[src/rtl/rr_handshake_arbiter.sv]
// Round-robin arbiter joining N 4-phase req/ack emitters onto one consumer channel.
// The winner index is registered into `selected` and held for the whole transaction.
module rr_handshake_arbiter #(
  parameter int N     = 5,
  parameter int SEL_W = 3
) (
  input  logic             clk,
  input  logic             reset,
  input  logic [N-1:0]     reqs_in,
  output logic [N-1:0]     acks_in,
  output logic             req_out,
  input  logic             ack_out,
  output logic [SEL_W-1:0] selected
);

  typedef enum logic [1:0] {
    IDLE    = 2'd0,
    GRANT   = 2'd1,
    ACKED   = 2'd2,
    RELEASE = 2'd3
  } state_t;

  state_t             state_r, state_next_s;
  logic [SEL_W-1:0]   ptr_r, ptr_next_s;
  logic [SEL_W-1:0]   sel_r, sel_next_s;
  logic               req_r, req_next_s;
  logic [N-1:0]       acks_r, acks_next_s;
  logic [SEL_W-1:0]   winner_s;
  logic               any_req_s;
  logic               sel_req_s;
  logic [N-1:0]       sel_onehot_s;
  logic [SEL_W-1:0]   ptr_after_s;

  // Rotate the request vector so the pointer lands on bit 0, take the lowest set bit,
  // then rotate the offset back into an absolute index.
  function automatic logic [SEL_W-1:0] rr_pick(input logic [N-1:0] reqs,
                                               input logic [SEL_W-1:0] ptr);
    logic [2*N-1:0] dbl;
    logic [N-1:0]   rot;
    int             off;
    int             idx;
    dbl = {reqs, reqs} >> ptr;
    rot = dbl[N-1:0];
    off = 0;
    for (int k = N - 1; k >= 0; k--) begin
      off = rot[k] ? k : off;
    end
    idx = int'(ptr) + off;
    idx = (idx >= N) ? (idx - N) : idx;
    return idx[SEL_W-1:0];
  endfunction

  assign winner_s     = rr_pick(reqs_in, ptr_r);
  assign any_req_s    = |reqs_in;
  assign sel_req_s    = reqs_in[sel_r];
  assign sel_onehot_s = {{(N-1){1'b0}}, 1'b1} << sel_r;
  assign ptr_after_s  = (sel_r == SEL_W'(N - 1)) ? {SEL_W{1'b0}} : (sel_r + SEL_W'(1));

  assign acks_in  = acks_r;
  assign req_out  = req_r;
  assign selected = sel_r;

  // State and registered outputs; reset abandons any transaction in flight.
  always_ff @(posedge clk) begin
    if (reset) begin
      state_r <= IDLE;
      ptr_r   <= {SEL_W{1'b0}};
      sel_r   <= {SEL_W{1'b0}};
      req_r   <= 1'b0;
      acks_r  <= {N{1'b0}};
    end else begin
      state_r <= state_next_s;
      ptr_r   <= ptr_next_s;
      sel_r   <= sel_next_s;
      req_r   <= req_next_s;
      acks_r  <= acks_next_s;
    end
  end

  // Next-state logic for the handshake sequence.
  always_comb begin
    state_next_s = state_r;
    case (state_r)
      IDLE: begin
        if (any_req_s) state_next_s = GRANT;
        else           state_next_s = IDLE;
      end
      GRANT: begin
        if (ack_out) state_next_s = ACKED;
        else         state_next_s = GRANT;
      end
      ACKED: begin
        if (!sel_req_s) state_next_s = RELEASE;
        else            state_next_s = ACKED;
      end
      RELEASE: begin
        if (!ack_out) state_next_s = IDLE;
        else          state_next_s = RELEASE;
      end
      default: state_next_s = IDLE;
    endcase
  end

  // Next values of the registered outputs and the priority pointer.
  always_comb begin
    sel_next_s  = sel_r;
    req_next_s  = req_r;
    acks_next_s = acks_r;
    ptr_next_s  = ptr_r;
    case (state_r)
      IDLE: begin
        if (any_req_s) begin
          sel_next_s = winner_s;
          req_next_s = 1'b1;
        end else begin
          req_next_s = 1'b0;
        end
      end
      GRANT: begin
        if (ack_out) acks_next_s = sel_onehot_s;
        else         acks_next_s = acks_r;
      end
      ACKED: begin
        if (!sel_req_s) req_next_s = 1'b0;
        else            req_next_s = req_r;
      end
      RELEASE: begin
        if (!ack_out) begin
          acks_next_s = {N{1'b0}};
          ptr_next_s  = ptr_after_s;
        end else begin
          acks_next_s = acks_r;
        end
      end
      default: begin
        req_next_s  = 1'b0;
        acks_next_s = {N{1'b0}};
      end
    endcase
  end

endmodule

[config.mk]
export PLATFORM = sky130hd
export DESIGN_NAME = rr_handshake_arbiter
export DESIGN_NICKNAME = d
export VERILOG_FILES = /design/src/rtl/rr_handshake_arbiter.sv
export SDC_FILE = /design/constraint.sdc
export NUM_CORES = 1
export LEC_CHECK = 0
export CAP_MARGIN = 30
export CORE_ASPECT_RATIO = 1.4
export CORE_MARGIN = 8
export CORE_UTILIZATION = 54
export CTS_CLUSTER_SIZE = 8
export DETAILED_ROUTE_END_ITERATION = 12
export PLACE_DENSITY = 0.79
export SETUP_SLACK_MARGIN = 0.1
export SLEW_MARGIN = 20
export SYNTH_ARGS = -nofsm -noshare
export SYNTH_HDL_FRONTEND = slang
export SYNTH_SLANG_ARGS = --single-unit
[constraint.sdc]
create_clock -name clk -period 5.1 [get_ports clk]
set_input_delay 1.02 -clock clk [delete_from_list [all_inputs] [get_ports clk]]
set_output_delay 1.02 -clock clk [all_outputs]
set_load 0.01 [all_outputs]
**Word-level counts from Yosys, hierarchy flattened**

Cells that the tools add are included.

- Register bits: 14
- Input port bits: 8

- Add/sub/neg operators: 3
- Order comparisons: 2
- Eq/ne operators: 7
- Shift-type cells: 2
- Mux-type cells: 20
- Bitwise gates (word level): 1
- Reduce and logical (&&, ||, !) cells: 8

Operators with widths:

| operator | count |
|---|---|
| 3-bit two-way mux | 7 |
| 5-bit two-way mux | 2 |
| 5-bit case mux with 2 select lines | 1 |
| 10-bit by 3-bit right shift with 5-bit output | 1 |
| 2-bit case mux with 4 select lines | 1 |
| 2-bit != test, second input constant | 3 |
| 2-bit AND reduction | 3 |
| 1-bit two-way mux | 5 |
| 5-bit OR reduction | 1 |
| 1-bit by 3-bit << shifter with 5-bit output, first input constant | 1 |
| 3-bit by 3-bit adder with 4-bit output | 1 |
| 2-bit == test, second input constant | 2 |
| 4-bit by 3-bit greater-or-equal comparator with 1-bit output, second input constant | 1 |
| 3-bit by 4-bit less-than comparator with 1-bit output, second input constant | 1 |
| 2-bit two-way mux | 2 |
| 2-bit nonzero test | 2 |
| 3-bit by 1-bit adder with 3-bit output, second input constant | 1 |
| 1-bit binary-select mux with 3-bit select | 1 |
| 3-bit == test, second input constant | 1 |
| 3-bit AND reduction | 1 |
| 3-bit subtractor, second input constant | 1 |
| 2-bit by 1-bit == test with 1-bit output, second input constant | 1 |
| 2-bit zero test | 1 |
| 1-bit case mux with 2 select lines | 1 |
| 1-bit NOT | 1 |

**Depth between registers and ports, before layout**

Gate-level depths: netlist of the first run.

- Word-level depth: 9
- Gate-level depth with buffers: 15
- Depth with buffers taken out: 14

**Worst setup path after synthesis of the first run**

Ideal clock, no wire load.

- Path type: input to register
- Start point: input port reqs_in[4]
- End point: register sel_r[1], in the netlist selected[1]
- Setup time: 0.086 ns
- Data arrival time: 4.103 ns
- Required time: 5.014 ns
- Path slack: 0.911 ns
- Stages on the path: 15
- Cells stage by stage: buf_4 > mux2i_1 > mux4_2 > nand2b_1 > a21oi_1 > a22o_2 > ha_1 > fa_1 > inv_1 > ha_1 > nor2b_1 > o21ai_0 > a211oi_1 > mux2_2 > a211oi_1

- Cells in the longest elaborated chain, start to end: 9

RTL lines:

| element | line | text |
|---|---|---|
| start, declared | 9 | `input logic [N-1:0] reqs_in,` |
| 10-bit by 3-bit right shift with 5-bit output | 42 | `dbl = {reqs, reqs} >> ptr;` |
| 3-bit two-way mux (5 in series) | 46 | `off = rot[k] ? k : off;` |
| 3-bit by 3-bit adder with 4-bit output | 48 | `idx = int'(ptr) + off;` |
| 4-bit by 3-bit greater-or-equal comparator with 1-bit output | 49 | `idx = (idx >= N) ? (idx - N) : idx;` |
| 3-bit two-way mux | 49 |  |
| end signal, assigned | 68 | `sel_r <= {SEL_W{1'b0}};` |
| end signal, assigned | 74 | `sel_r <= sel_next_s;` |
| end, declared | 25 | `logic [SEL_W-1:0] sel_r, sel_next_s;` |

Parallel ways exist; a longest one is shown, timed or not.
A chain may end at the register's enable or synchronous reset.

**Worst setup path in the final report of the first run**

- Start point: input port reqs_in[1]
- End point: register sel_r[1], in the netlist selected[1]

Same word-level chain as after synthesis.

==> impl_metrics.yaml, run 1 <==
pwr:
  p_leak_nw: 0.541
  powerDensity_nw_per_um2: 205
  ir_drop_mv: 0.231
global_routing:
  grt_first_pass_wirelength_um: 4800
  grtUsageTotal_pct: 13.5
  met1_usage_pct: 14.5
  grt_pass1_vias: 1139
  met3_usage_pct: 1.74
  antenna_found_initial: 0
  top_usage_layer: "met2"
  grt_max_degree: 17
  grtUsageMet2_pct: 24.2
  gr-total-overflow: 0
floorplan:
  core.rowCount: 20
  die_h_um: 72.7
  fp.dieW_um: 56.5
  start_util_pct: 57.0
  coreArea_um2: 2180
  io_pins: 17
  dieArea_um2: 4110
routing:
  drt-pass1-iter-count: 4
  finalWirelength_um: 2740
  drc: 0
  drt_iter0_markers: 25
  via_count: 1138
  vias_per_cell: 6.02
  antenna_left: 0
  wl_per_cell_um: 14.5
sta:
  slew_headroom_pct: 59.6
  tightest_slew_ns: 0.605
  min_period_over_period_pct: 92.1
  fin_setup_tns_ns: 0
  rsz0062_at_grt: "no"
  final-setup-viol-count: 0
  finalMaxSlewViolations: 0
  max_freq_mhz: 213
  hold_viol: 0
  fin_hold_ws_ns: 0.502
  min_period_ns: 4.70
  skew_ns: 0.000925
yosys:
  synth_seq_cells: 14
  synth-simple-area-share_pct: 21.3
  synth_compound_area_share_pct: 21.0
  ys_warn_count: 0
  syn-instance-count: 154
  synth_xor_area_share_pct: 0.706
  yosys-top-cells-area: "dfxtp_1, ha_1, mux2i_1, a21oi_1, nor2_1"
  synth.area.mux_share_pct: 15.2
  syn_area_um2: 1240
  synth_top_area_share_pct: 22.6
  synth_top_family_by_area: "simple AND/OR/NAND/NOR gates"
  synth_top_cell_by_area: "dfxtp_1"
  ys_seq_area_share_pct: 22.6
  ys_types: 41
  synthAdderAreaFrac_pct: 11.7
  syn-num-nets: 173
  synth.avg_cell_area_um2: 8.05
flow_run:
  drv_cap: 0
layout:
  syn2layout_area_growth_pct: 14.7
  nets: 187
  final_layout_size_suffix_gt1_share_pct: 8.98
  final_common_cell: "nor2_1"
  layout_common_cells: "nor2_1, a21oi_1, nand2_1, dfxtp_1, clkdlybuf4s50_1"
  nFillCells: 187
  num_antenna_cells: 0
placed_design:
  dp.final_hpwl_um: 2050
  io_buffers: 16
  gp_congestion: 0.852
clock_network:
  cts_inserted_buffers: 3
  h-tree-depth: 1
  clk_pin_slew_ns: 0.08
  cts_setup_buffers: 0
  cts_root_buf: "clkbuf_4"
  cts.sink_count: 14
  cts_tree: "done"
  clock_path_buffers: 2
  clk_latency_ns: 0.28
worst_setup_path:
  cp.arrival_ns: 4.89
  crit_family: "compound AO/OA/AOI/OAI gates"
  required_ns: 5.29
  max_stage_delay_ns: 0.61
  crit_chain: "clkdlybuf4s50_1 -> nand2b_1 -> mux4_2 -> nand2b_1 -> a21oi_1 -> a22o_2 -> ha_1 -> fa_1 -> inv_1 -> ha_1 -> nor2b_1 -> o21ai_0 -> a211oi_2 -> mux2_2 -> a211oi_1"
  end_kind: "flop"
  path_max_fanout: 7
  cp-start-kind: "input port"
  path_buf_inv: 2
  criticalPathCategory: "in -> reg"
  crit_slowest_cell: "clkdlybuf4s50_1"
min_path:
  hp-class: "reg -> reg"
outcome:
  status: "finished, final reports clean"
[report_power, final]
part	switching, mW	internal (mW)
clock	0.0358	0.0434
combinational	0.0433	0.0403
sequential	0.0130	0.116
total	0.0921	0.200
[metal layers]
| layer | share of wire (%) | wire (um) |
|---|---|---|
| met4 | 1.8 | 50 |
| met2 | 51 | 1390 |
| met3 | 3.3 | 91 |
| met1 | 44 | 1210 |
| met5 | 0 | 0 |
[synthesized netlist by cell type]
library cell / number
a2111oi_2: 1
a211o_1: 1
a211oi_1: 4
a21boi_0: 1
a21oi_1: 17
a22o_2: 1
a22oi_1: 1
a41o_1: 1
and4_2: 1
buf_4: 1
buf_6: 2
clkbuf_1: 4
clkbuf_8: 1
dfxtp_1: 14
fa_1: 1
ha_1: 10
inv_1: 9
mux2_2: 3
mux2i_1: 11
mux4_2: 2
nand2_1: 16
nand2b_1: 6
nand3_1: 2
nand3b_1: 1
nand4_1: 1
nand4b_1: 1
nor2_1: 21
nor2b_1: 1
nor3_1: 1
nor3_2: 1
o21a_1: 1
o21ai_0: 6
o221ai_1: 1
o22ai_1: 1
o2bb2ai_1: 1
o311ai_0: 2
o31ai_1: 1
or3_1: 1
or4_1: 1
or4b_1: 1
xor2_1: 1
[final cells by class]
type | instances | area, um2 | area share (%)
Sequential cell | 14 | 280 | 19.7
Timing Repair Buffer | 17 | 173 | 12.1
Inverter | 9 | 33.8 | 2.37
Tap cell | 22 | 27.5 | 1.93
Clock buffer | 4 | 36.3 | 2.55
Multi-Input combinational cell | 123 | 872 | 61.3
[repair_timing]
| item | 4_1_cts | 5_1_grt |
|---|---|---|
| endpoints found under the setup margin | 0 | 1 |
| gates resized for setup | 0 | 3 |
| hold buffers | 0 | 0 |
[worst reg2reg max path, cell delays in order (launching register included)]
cell and delay (ns):
dfxtp_1 0.71, mux2_2 0.44, o21ai_0 0.31, a21oi_1 0.12
a22o_2 0.23, ha_1 0.21, fa_1 0.43, inv_1 0.11
ha_1 0.22, nor2b_1 0.19, o21ai_0 0.13, a211oi_2 0.32
mux2_2 0.37, a211oi_1 0.23
[sequential cells by signal, summed over array words and instances (netlist names), named ones only]
signal	cells
req_out	1
ptr_r	3
state_r	1
acks_in	5
selected	3
[cell families (layout without fill, tap and decap cells)]
group,after synthesis,after routing
AND/OR/NAND/NOR,55,55
AO/OA/AOI/OAI,40,40
buffers and inverters,17,30
multiplexers,16,16
flip-flops,14,14
adder cells (fa/ha/maj),11,11
XOR/XNOR,1,1
[metrics by stage]
stage	power, mW	worst slack [ns]	std cells	instance area, um2	utilization (%)
after global placement	0.211	0.225	185	1380	63.2
after floorplan	0.186	0.911	154	1240	-
final	0.292	0.404	189	1420	65.3
after global routing	0.311	0.111	189	1420	65.3
after detailed placement	0.215	0.0240	185	1380	63.2
after CTS	0.295	0.291	189	1410	64.9
[final timing paths]
| kind | slack (ns) | depth (start not counted) | start | endpoint |
|---|---|---|---|---|
| setup / recovery | 0.40 | 15 | reqs_in[1] | selected[1] |
| hold / removal | 0.50 | 2 | acks_in[0] | acks_in[0] |
| setup reg to reg | 1.00 | 13 | ptr_r[1] | selected[1] |
| hold reg to reg | 0.50 | 2 | acks_in[0] | acks_in[0] |
Note: power is estimated with default switching activity, not from simulation.
==> run 2, diff against run 1 <==
- ABC_CLOCK_PERIOD_IN_PS: not set -> 5100
- CAP_MARGIN: 30 -> 5
- CELL_PAD_IN_SITES_DETAIL_PLACEMENT: not set -> 1
- CELL_PAD_IN_SITES_GLOBAL_PLACEMENT: not set -> 2
- CORE_UTILIZATION: 54 -> 32
- PLACE_DENSITY: 0.79 -> not set
- PLACE_DENSITY_LB_ADDON: not set -> 0.1
==> impl_metrics.yaml, run 2 (synthesis gave the netlist of run 1 again) <==
layout:
  syn2layout_area_growth_pct: 20.6
  final_layout_size_suffix_gt1_share_pct: 11.0
  seq_area_um2: 280
  nFillCells: 475
  largest_reg_flops: 5
  final_common_cell: "nor2_1"
  multiInputGateArea_um2: 867
  num_antenna_cells: 0
  layout_common_cells: "nor2_1, a21oi_1, nand2_1, clkdlybuf4s50_1, dfxtp_1"
  nets: 192
routing:
  antenna_left: 0
  finalWirelength_um: 3170
  drt_iter0_markers: 32
  drc: 0
  wl_per_cell_um: 14.7
  drt-pass1-iter-count: 4
  via_count: 1165
  vias_per_cell: 5.42
sta:
  rsz0062_at_grt: "no"
  final-setup-viol-count: 0
  max_freq_mhz: 212
  min_period_ns: 4.72
  hold_viol: 0
  tightest_slew_ns: 0.551
  setup_ws_ns: 0.382
  slew_headroom_pct: 63.1
  fin_setup_tns_ns: 0
  skew_ns: 0.000935
  finalMaxSlewViolations: 0
  min_period_over_period_pct: 92.5
pwr:
  power_mw: 0.325
  p_leak_nw: 0.554
  ir_drop_mv: 0.214
  powerDensity_nw_per_um2: 217
clock_network:
  h-tree-depth: 1
  clk_pin_slew_ns: 0.06
  clock_path_buffers: 2
  clk_latency_ns: 0.24
  cts.sink_count: 14
  cts_root_buf: "clkbuf_8"
  cts_tree: "done"
  cts_setup_buffers: 0
  cts_inserted_buffers: 3
  cts_hold_buf: 0
  cts-resized-gates: 0
worst_setup_path:
  criticalPathCategory: "in -> reg"
  end_kind: "flop"
  required_ns: 5.25
  cp.arrival_ns: 4.87
  startpoint: "reqs_in[4]"
  ff2ff_path_depth: 14
  cp-start-kind: "input port"
  regToRegStartpoint: "ptr_r[2]"
  path_max_fanout: 5
placed_design:
  pre_cts_ws_ns: 0.131
  dp.final_hpwl_um: 2590
  gp_congestion: 0.740
  io_buffers: 16
min_path:
  hp-class: "reg -> reg"
  hold_path_depth: 2
  hp-start: "acks_in[2]"
global_routing:
  grt_first_pass_wirelength_um: 5400
  grtUsageTotal_pct: 11.2
  gr-total-overflow: 0
  antenna_found_initial: 0
  grt_pass1_vias: 1173
  grt_max_degree: 17
floorplan:
  dieArea_um2: 6150
  io_pins: 17
  die_h_um: 89.7
  start_util_pct: 32.5
  coreArea_um2: 3820
  fp.dieW_um: 68.6
  core.rowCount: 27
outcome:
  status: "finished, final reports clean"
flow_run:
  drv_cap: 0
-- run 2: report_power, final --
| group | switching (mW) | leakage, nW | internal (mW) |
|---|---|---|---|
| combinational | 0.0449 | 0.411 | 0.0429 |
| sequential | 0.0134 | 0.114 | 0.116 |
| clock | 0.0391 | 0.0288 | 0.0683 |
-- run 2: worst paths after layout --
kind / slack [ns] / end
setup / recovery: 0.38 / selected[1]
setup reg to reg: 0.98 / selected[1]
hold reg to reg: 0.49 / acks_in[2]
hold / removal: 0.49 / acks_in[2]
-- run 2: area by class of cell --
cell class,count,area share [%]
multi-input cells,123,58.0
flip-flops and latches,14,18.7
repair buffers,22,13.7
clock buffers,4,3.68
well taps,43,3.60
inverters,9,2.26
-- run 2: through the flow --
| stage | cell area, um2 | instances | hold WS [ns] | util (%) |
|---|---|---|---|---|
| after floorplan | 1240 | 154 | 0.517 | - |
| after global placement | 1440 | 211 | 0.469 | 37.7 |
| after detailed placement | 1440 | 211 | 0.486 | 37.7 |
| after CTS | 1500 | 215 | 0.501 | 39.2 |
| after global routing | 1500 | 215 | 0.528 | 39.2 |
| final | 1500 | 215 | 0.489 | 39.2 |
-- run 2: metal layers --
metal / GRT usage, % / part of all wire, % / vias up
met5: 0 / 0 / -
met4: 3.93 / 0.92 / 0
met3: 1.99 / 2.2 / 2
met2: 20.9 / 56 / 11
met1: 12.0 / 41 / 564
li1: - / - / 588
-- run 2: critical path, cell delays in order --
cell and delay [ns]:
clkdlybuf4s50_1 0.51, mux2i_1 0.09, mux4_2 0.55, nand2b_1 0.17
a21oi_1 0.15, a22o_2 0.15, ha_1 0.17, fa_1 0.42
inv_1 0.12, ha_1 0.24, nor2b_1 0.18, o21ai_0 0.10
a211oi_1 0.40, mux2_2 0.39, a211oi_1 0.22
==> run 3, diff against run 2 <==
- CAP_MARGIN: 5 -> not set
- CORE_UTILIZATION: 32 -> 33
- CTS_BUF_LIST: not set -> sky130_fd_sc_hd__clkbuf_2 sky130_fd_sc_hd__clkbuf_4 sky130_fd_sc_hd__clkbuf_8
==> impl_metrics.yaml, run 3 (synthesis gave the netlist of run 1 again) <==
outcome:
  status: "finished, final reports clean"
floorplan:
  fp.dieW_um: 67.8
  dieArea_um2: 6000
  coreArea_um2: 3640
  core.rowCount: 26
  die_h_um: 88.5
  io_pins: 17
  start_util_pct: 34.0
routing:
  drt-pass1-iter-count: 4
  wl_per_cell_um: 15.4
  drc: 0
  drt_iter0_markers: 38
  vias_per_cell: 5.47
  via_count: 1166
  antenna_left: 0
  finalWirelength_um: 3270
worst_setup_path:
  crit_slowest_cell: "mux4_2"
  worst_path_most_repeated_cell: "ha_1"
  max_stage_delay_ns: 0.54
  ff2ff_path_depth: 14
  regToRegStartpoint: "ptr_r[1]"
  crit_chain: "clkdlybuf4s50_1 -> mux2i_1 -> mux4_2 -> nand2b_1 -> a21oi_1 -> a22o_2 -> ha_1 -> fa_1 -> inv_1 -> ha_1 -> nor2b_1 -> o21ai_0 -> a211oi_2 -> mux2_2 -> a211oi_1"
  cp-start-kind: "input port"
  end_kind: "flop"
  path_buf_inv: 2
  cp.arrival_ns: 4.80
  r2r_end: "selected[1]"
  criticalPathCategory: "in -> reg"
  ff2ff_setup_slack_ns: 1.05
  path_max_fanout: 5
  required_ns: 5.26
  crit_family: "multiplexers"
  path_depth: 15
global_routing:
  grt_pass1_vias: 1234
  gr-total-overflow: 0
  grtUsageTotal_pct: 11.9
  antenna_found_initial: 0
  grt_first_pass_wirelength_um: 5510
  grt_max_degree: 17
sta:
  min_period_over_period_pct: 91.0
  slew_headroom_pct: 62.8
  final-setup-viol-count: 0
  tightest_slew_ns: 0.557
  skew_ns: 0.00197
  finalMaxSlewViolations: 0
  fin_setup_tns_ns: 0
  rsz0062_at_grt: "no"
  max_freq_mhz: 215
  min_period_ns: 4.64
  hold_viol: 0
  setup_ws_ns: 0.458
placed_design:
  gp_congestion: 0.734
  io_buffers: 16
  dp.final_hpwl_um: 2640
  pre_cts_ws_ns: 0.104
layout:
  num_antenna_cells: 0
  final_common_cell: "nor2_1"
  nFillCells: 466
  final_layout_size_suffix_gt1_share_pct: 11.1
  syn2layout_area_growth_pct: 19.8
  layout_common_cells: "nor2_1, a21oi_1, nand2_1, clkdlybuf4s50_1, dfxtp_1"
  nets: 192
  largest_reg_flops: 5
min_path:
  hp-start: "acks_in[1]"
  holdPathEnd: "acks_in[1]"
  hold_path_depth: 2
  hp-class: "reg -> reg"
clock_network:
  h-tree-depth: 1
  cts_root_buf: "clkbuf_8"
  cts_setup_buffers: 0
  cts.sink_count: 14
  cts_hold_buf: 0
  cts-resized-gates: 0
  clk_latency_ns: 0.24
  cts_tree: "done"
  clock_path_buffers: 2
  cts_inserted_buffers: 3
  clk_pin_slew_ns: 0.05
pwr:
  power_mw: 0.308
  ir_drop_mv: 0.147
  p_leak_nw: 0.548
  powerDensity_nw_per_um2: 207
flow_run:
  drv_cap: 0
[run 3: cell types whose count changed in the layout (fill, tap and decap cells not counted)]
cell,change
a211oi_1,-1
a211oi_2,+1
clkbuf_8,-1
[run 3: how the worst max path moves through the flow]
| stage | slack, ns | from | end |
|---|---|---|---|
| 3_3_place_gp | 0.30 | reqs_in[4] | selected[1] |
| 5_1_grt | 0.16 | reqs_in[4] | selected[1] |
| 6_report | 0.46 | reqs_in[4] | selected[1] |
| 3_5_place_dp | 0.10 | reqs_in[4] | selected[1] |
| 2_1_floorplan | 0.91 | reqs_in[4] | selected[1] |
| 4_1_cts | 0.35 | reqs_in[4] | selected[1] |
[run 3: final cells by class]
type / instances / area [um2] / area share (%)
multi-input combinational: 123 / 872 / 58.7
sequential: 14 / 280 / 18.9
timing repair buffer: 22 / 205 / 13.8
tap: 42 / 52.6 / 3.54
clock buffer: 3 / 41.3 / 2.78
inverter: 9 / 33.8 / 2.27
[run 3: report_power, final]
part / internal, mW / leakage, nW / total [mW] / switching (mW)
clock: 0.0523 / 0.0216 / 0.0898 / 0.0375
combinational: 0.0426 / 0.412 / 0.0884 / 0.0458
sequential: 0.116 / 0.114 / 0.129 / 0.0131
[run 3: per-layer routing]
| metal | vias up | GRT usage [%] | share of wire [%] |
|---|---|---|---|
| met5 | - | 0 | 0 |
| met4 | 0 | 5.61 | 1.8 |
| met3 | 5 | 2.15 | 1.8 |
| met2 | 8 | 22.5 | 57 |
| met1 | 562 | 11.9 | 39 |
| li1 | 591 | - | - |
[run 3: tightest hold or removal path, stage by stage, from the launching register on]
cell and delay [ns]:
dfxtp_1 0.32, a21oi_1 0.06, nor2_1 0.07
[run 3: stage by stage]
step           std cells  instance area (um2)  utilization (%)  hold WS, ns
2_1_floorplan        154                 1240                -        0.517
3_3_place_gp         210                 1440             39.5        0.470
3_5_place_dp         210                 1440             39.5        0.490
4_1_cts              213                 1480             40.6        0.502
5_1_grt              213                 1490             40.8        0.522
6_report             213                 1490             40.8        0.491
